<file path="src/rtl/val_pkg.sv">
// Shared types and limits for the magnitude/sign to 8-bit word encoder.
package val_pkg;

    parameter int unsigned VAL_W = 8;

    localparam logic [VAL_W-1:0] POS_MAX = {1'b0, {(VAL_W-1){1'b1}}};
    localparam logic [VAL_W-1:0] NEG_MAX = {1'b1, {(VAL_W-1){1'b0}}};
    localparam logic [VAL_W-1:0] SAT_POS = POS_MAX;
    localparam logic [VAL_W-1:0] SAT_NEG = NEG_MAX;

    typedef enum logic [1:0] {
        StIdle,
        StConv,
        StDone
    } state_e;

endpackage

</file>
<file path="src/rtl/serial_negate.sv">
// Bit-serial two's-complement negation, LSB first: copy up to and including
// the first 1, invert every bit after it.
module serial_negate (
    input  logic clk_i,
    input  logic rst_ni,
    input  logic start_i,
    input  logic en_i,
    input  logic bit_i,
    output logic bit_o
);

    logic seen_q;

    always_ff @(posedge clk_i or negedge rst_ni) begin
        if (!rst_ni) begin
            seen_q <= 1'b0;
        end else if (start_i) begin
            seen_q <= 1'b0;
        end else if (en_i && bit_i) begin
            seen_q <= 1'b1;
        end
    end

    assign bit_o = seen_q ? ~bit_i : bit_i;

endmodule

</file>
<file path="src/rtl/compose_val.sv">
// Encodes a magnitude/sign/mode triple into an unsigned or two's-complement word,
// saturating and flagging out-of-range inputs; negation runs bit-serially.
module compose_val
    import val_pkg::*;
#(
    parameter int unsigned Width = VAL_W
) (
    input  logic             clk_i,
    input  logic             rst_ni,
    input  logic             in_valid_i,
    output logic             in_ready_o,
    input  logic [Width-1:0] mag_i,
    input  logic             neg_i,
    input  logic             mode_i,
    output logic             out_valid_o,
    input  logic             out_ready_i,
    output logic [Width-1:0] data_o,
    output logic             ovf_o
);

    localparam int unsigned CntW = $clog2(Width);
    localparam logic [Width-1:0] PosMax = {1'b0, {(Width-1){1'b1}}};
    localparam logic [Width-1:0] NegMax = {1'b1, {(Width-1){1'b0}}};
    localparam logic [CntW-1:0] CntLast = CntW'(Width - 1);

    state_e           state_q;
    logic [CntW-1:0]  cnt_q;
    logic [Width-1:0] shift_q;
    logic [Width-1:0] data_q;
    logic             ovf_q;
    logic             in_ready_q;
    logic             out_valid_q;

    logic             accept;
    logic             to_conv;
    logic [Width-1:0] direct_data;
    logic             direct_ovf;
    logic             neg_bit;

    assign accept = (state_q == StIdle) && in_valid_i;

    // Classify the input: everything except an in-range negative resolves in one step.
    always_comb begin
        to_conv     = 1'b0;
        direct_data = mag_i;
        direct_ovf  = 1'b0;
        if (mode_i) begin
            if (!neg_i) begin
                if (mag_i > PosMax) begin
                    direct_data = PosMax;
                    direct_ovf  = 1'b1;
                end
            end else if (mag_i > NegMax) begin
                direct_data = NegMax;
                direct_ovf  = 1'b1;
            end else if (mag_i == '0) begin
                direct_data = '0;
            end else begin
                to_conv = 1'b1;
            end
        end
    end

    serial_negate u_serial_negate (
        .clk_i   (clk_i),
        .rst_ni  (rst_ni),
        .start_i (accept),
        .en_i    (state_q == StConv),
        .bit_i   (shift_q[0]),
        .bit_o   (neg_bit)
    );

    always_ff @(posedge clk_i or negedge rst_ni) begin
        if (!rst_ni) begin
            state_q     <= StIdle;
            cnt_q       <= '0;
            shift_q     <= '0;
            data_q      <= '0;
            ovf_q       <= 1'b0;
            in_ready_q  <= 1'b1;
            out_valid_q <= 1'b0;
        end else begin
            case (state_q)
                StIdle: begin
                    if (in_valid_i) begin
                        in_ready_q <= 1'b0;
                        cnt_q      <= '0;
                        if (to_conv) begin
                            shift_q <= mag_i;
                            ovf_q   <= 1'b0;
                            state_q <= StConv;
                        end else begin
                            data_q      <= direct_data;
                            ovf_q       <= direct_ovf;
                            out_valid_q <= 1'b1;
                            state_q     <= StDone;
                        end
                    end
                end
                StConv: begin
                    shift_q <= shift_q >> 1;
                    data_q  <= {neg_bit, data_q[Width-1:1]};
                    cnt_q   <= cnt_q + 1'b1;
                    if (cnt_q == CntLast) begin
                        out_valid_q <= 1'b1;
                        state_q     <= StDone;
                    end
                end
                StDone: begin
                    if (out_ready_i) begin
                        out_valid_q <= 1'b0;
                        in_ready_q  <= 1'b1;
                        state_q     <= StIdle;
                    end
                end
                default: begin
                    state_q     <= StIdle;
                    in_ready_q  <= 1'b1;
                    out_valid_q <= 1'b0;
                end
            endcase
        end
    end

    assign in_ready_o  = in_ready_q;
    assign out_valid_o = out_valid_q;
    assign data_o      = data_q;
    assign ovf_o       = ovf_q;

endmodule

</file>
<file path="config.mk">
export PLATFORM = sky130hd
export DESIGN_NAME = compose_val
export DESIGN_NICKNAME = d
export VERILOG_FILES = /design/src/rtl/val_pkg.sv /design/src/rtl/serial_negate.sv /design/src/rtl/compose_val.sv
export SDC_FILE = /design/constraint.sdc
export NUM_CORES = 1
export LEC_CHECK = 0
export CAP_MARGIN = 25
export CORE_UTILIZATION = 25
export CTS_CLUSTER_DIAMETER = 120
export DETAILED_ROUTE_END_ITERATION = 10
export PLACE_DENSITY_LB_ADDON = 0.05
export REMOVE_ABC_BUFFERS = 1
export SLEW_MARGIN = 20
export SYNTH_ARGS = -nofsm -noshare
export SYNTH_HDL_FRONTEND = slang
export SYNTH_SLANG_ARGS = --single-unit
</file>
<file path="constraint.sdc">
create_clock -name clk_i -period 3 [get_ports clk_i]
set_input_delay 0.45 -clock clk_i [delete_from_list [all_inputs] [get_ports clk_i]]
set_output_delay 0.45 -clock clk_i [all_outputs]
set_load 0.005 [all_outputs]
</file>
# Word level (Yosys, flattened, before mapping)
# Cells that the tools add are included.
totals:
  wordCells: 72
  mem_bits_rw: 0
  latch_bits: 0
  rom_bits: 0
  output_inout_bits: 11
  n_memories: 0
  input_bits: 14
  reg_bits: 25
op_classes:
  eq_ne: 8
  div_mod_pow: 0
  magnitude_cmp: 2
  reduce_logical: 13
  n_bitwise: 2
  shift: 0
  muxes: 38
  n_mul: 0
  add_sub_neg: 1
ops:
  columns: ["op", "count"]
  rows:
  - ["2-to-1 mux 8 bit", 9]
  - ["case mux 8 bit (2 select lines)", 2]
  - ["2-to-1 mux 1 bit", 18]
  - ["AND reduction 3 bit", 4]
  - ["!= test 2 bit, second input constant", 5]
  - ["greater-than comparator 8 x 7 -> 1 bit, second input constant", 1]
  - ["greater-than comparator 8 bit, second input constant", 1]
  - ["zero test 8 bit", 1]
  - ["2-to-1 mux 2 bit", 4]
  - ["case mux 1 bit (3 select lines)", 2]
  - ["case mux 2 bit (3 select lines)", 1]
  - ["case mux 3 bit (2 select lines)", 1]
  - ["AND reduction 2 bit", 2]
  - ["AND reduction 4 bit", 1]
  - ["nonzero test 2 bit", 2]
  - ["adder 3 x 1 -> 3 bit, second input constant", 1]
  - ["equality test 3 bit, second input constant", 1]
  - ["2-to-1 mux 3 bit", 1]
  - ["equality test 2 x 1 -> 1 bit, second input constant", 1]
  - ["equality test 2 bit, second input constant", 1]
  - ["logical AND 1 bit", 2]
  - ["zero test 2 bit", 1]
  - ["inverter 1 bit", 2]

# Longest topological paths before layout
depth:
  word_depth: 8
  depth_mapped: 7
  ltp_nobuf: 6

# Modules after synthesis
# From an unflattened synthesis, not the netlist that was laid out.
unflattened:
  hier_cells: 143
  hier_area_um2: 1401.3
by_module_without_submodules:
  columns: ["mod", "instances", "cells_each", "area_per_inst_um2", "seq_area_each_um2"]
  rows:
  - ["compose_val", 1, 139, 1358.8, 601.8]
  - ["serial_negate", 1, 4, 42.5, 25.0]

# Worst setup path before layout
# No wires, ideal clock.
synth_timing:
  kind: "input to register"
  from: "in mag_i[6]"
  to: "reg out_valid_q, in the netlist out_valid_o"
  required_ps: 2875
  path_stages: 5
  t_arrival_ps: 1998
  n_path_buf: 0
  setup_time_ps: 125
  setup_slack_ps: 877
  path_cell_list: "or4_4 -> nor4_4 -> xnor2_1 -> a41o_1 -> mux2_4"
synth_via:
  elab_chain_cells: 7
  elab_cells_between_ends: 8
  cone_classes: "1 x order compare; 1 x eq/ne; 4 x mux; 2 x reduce/logical"
synth_rtl:
  columns: ["element", "line", "text"]
  rows:
  - ["start: declaration", "compose_val.sv:12", "input logic [Width-1:0] mag_i,"]
  - ["branches (longest 2 deep; another with greater-than comparator 8 bit)", null, null]
  - ["2-to-1 mux 1 bit (*)", "compose_val.sv:53", "end else if (mag_i > NegMax) begin"]
  - ["2-to-1 mux 1 bit (*)", "compose_val.sv:48", "if (!neg_i) begin"]
  - ["2-to-1 mux 1 bit (*)", "compose_val.sv:47", "if (mode_i) begin"]
  - ["!= test 2 bit (no line) (*)", null, null]
  - ["AND reduction 4 bit (no line) (*)", null, null]
  - ["end signal: assignment", "compose_val.sv:81", "out_valid_q <= 1'b0;"]
  - ["end signal: assignment", "compose_val.sv:95", "out_valid_q <= 1'b1;"]
  - ["end signal: assignment", "compose_val.sv:105", "out_valid_q <= 1'b1;"]
  - ["end: declaration", "compose_val.sv:32", "logic out_valid_q;"]
# Mark *: on every way between the ends.
# A chain may end at the register's enable or synchronous reset.

# Worst setup path after layout
# Ends and elaborated chain as after synthesis.

==> results.cfg <==
[floorplan]
dieWidth_um = 74.6
die_h_um = 74.6
ioPinCount = 25
core_area_sq_um = 5070
initial_utilization = 0.260
rows = 26
die-area_sq_um = 5560

[synthesis]
synth_area_leader_cell = dfrtp_1
yosys_warnings = 0
yosys_register_bits = 25
ys_types = 24
yosysSeqAreaShare = 0.476
synthesis.area_sq_um = 1320
synth_top_cells_by_area = dfrtp_1, mux2_2, nand2_1, o21ai_0, a21oi_1
synth_top_area_share = 0.456
avgSynthCellArea_sq_um = 9.91
syn_inst = 133

[worst_setup_path]
cp_slowest_cell = or4_4
endpoint_kind = flop
critical_path.max_fanout = 3
reg2reg_from = state_q[0]$_DFFE_PN0P_
critical_path_class = input pin to flop
crit_start = mag_i[6]
startpoint_type = input pin
slowest_delay_ns = 0.56
arrival_ns = 2.58
cp_data_required_time_ns = 3.16
path_cells = clkdlybuf4s50_1 -> or4_4 -> nor4_4 -> xnor2_1 -> a41o_1 -> mux2_4

[cells_and_area]
most-common-layout-cells = nand2_1, dfrtp_1, clkdlybuf4s50_1
diodes = 0
layout.nets = 176
layout-drive-gt1-share = 0.182
syn_to_final_growth_pct = 28.6
layout_commonest_cell = nand2_1
fin_util = 0.334

[clock_tree]
cts_hold_buffers = 0
path_clk_slew_ns = 0.09
clk_path_buf_depth = 2
cts_tree = built
post_cts_buffers = 0
clockRootBuffer = clkbuf_8
clock-sinks = 25
ctsResizeCount = 0
cts_made_buffers = 3
clkLatencyLatePin_ns = 0.27
htree_levels = 1

[timing]
rsz0062_at_grt = no
timing.fmax_ghz = 0.413
skew_ns = 0.00230
hold_slack_ns = 0.512
fin_crit_ns = 2.42
fin_ws_ns = 0.581
slew_headroom = 0.498
report.final.hold_viol_count = 0
period_share = 0.806
worst_pin_slew_ns = 0.751
finalSetupTns_ns = 0
setup-violations-final = 0
report.final.slew_viol_count = 0

[pwr]
p_leak_nw = 0.724
ir_drop_mv = 0.301
total_power_mw = 1.57
power.density_nw_per_um2 = 927

[routing]
drt-total-wl_um = 3030
ant_nets = 0
first_iter_violations = 101
wl_per_cell_um = 13.2
num_vias = 1022
firstDrtPassIters = 4
drc = 0
vias_per_cell = 4.46

[job]
cap_violations = 0

[grt]
grt_util_all_layers = 0.122
antenna_found_initial = 0
grt_overflow = 0
grt_max_degree = 26
grt_pass1_wl_um = 5040
grt_pass1_vias = 1023

[place]
place.gp.congestion = 0.715
port_buffers = 24
dp_slack_ns = 0.276
dp_hpwl_um = 2270

[min_path]
min_from = in_ready_o$_DFFE_PN1P_
min_path_type = flop to flop

[status]
status = complete, no violations
-- state kept, by name, summed over array words and instances (netlist names) --
| signal | flops |
|---|---|
| cnt_q | 3 |
| data_o | 8 |
| in_ready_o | 1 |
| out_valid_o | 1 |
| ovf_o | 1 |
| shift_q | 8 |
| state_q | 2 |
| u_serial_negate.seen_q | 1 |
-- per-layer routing --
layer,up-vias,part of all wire,GRT usage
met5,-,0,0
met4,0,0.012,0.0440
met3,4,0.035,0.0271
met2,14,0.46,0.189
met1,496,0.50,0.167
li1,508,-,-
-- cells by family after synthesis --
group / share of synthesized area
AND/OR/NAND/NOR: 0.155
AO/OA/AOI/OAI: 0.150
flip-flops: 0.476
multiplexers: 0.164
buffers and inverters: 0.0228
XOR/XNOR: 0.0133
adder cells (fa/ha/maj): 0.0190
-- critical path: cells and delay by family --
family / cells / cell delay, ns
and+or+nand+nor: 2 / 0.75
buffers and inverters: 1 / 0.46
AOI/OAI and AO/OA: 1 / 0.32
muxes: 1 / 0.31
xor gates and xnor gates: 1 / 0.29
-- report_power, final --
group	total [mW]	internal [mW]	switching (mW)	leakage (nW)
registers	0.626	0.509	0.117	0.306
logic	0.737	0.420	0.317	0.396
clock network	0.207	0.0952	0.112	0.0228
-- per-stage QoR --
step           instance area, sq um  std cells
6_report                       1690        229
4_1_cts                        1690        229
3_5_place_dp                   1650        225
2_1_floorplan                  1300        128
5_1_grt                        1690        229
3_3_place_gp                   1650        225
-- cells in the mapped netlist --
master / count
a21oi_4: 2
nor2b_1: 1
nand3_1: 1
a22o_1: 2
xnor2_1: 2
dfstp_2: 1
nor2_1: 5
nand2_1: 33
or3_1: 1
clkbuf_1: 5
dfrtp_1: 24
mux2i_1: 1
ha_1: 2
inv_1: 3
o21ai_0: 14
a21oi_1: 12
mux2_2: 17
a21boi_0: 1
or4_4: 1
mux2_4: 1
a41o_1: 1
nor4_4: 1
nand2b_1: 1
nor3_1: 1
-- final timing paths --
check | slack, ns | cells after the start | end
min in group asynchronous | 0.54 | 2 | out_valid_o$_DFFE_PN0P_
max in group asynchronous | 2.17 | 2 | in_ready_o$_DFFE_PN1P_
min reg2reg | 0.51 | 2 | in_ready_o$_DFFE_PN1P_
max reg2reg | 0.97 | 4 | data_o[2]$_DFFE_PN0P_
min | 0.51 | 2 | in_ready_o$_DFFE_PN1P_
max | 0.58 | 6 | out_valid_o$_DFFE_PN0P_
-- layout make-up --
| cell class | instances | area (sq um) |
|---|---|---|
| clock buffers | 4 | 45.0 |
| multi-input cells | 100 | 661 |
| flip-flops and latches | 25 | 627 |
| inverters | 3 | 11.3 |
| well taps | 70 | 87.6 |
| repair buffers | 27 | 263 |
| fillers | 557 | 3380 |
No activity file was read; power rests on OpenSTA's default activity.
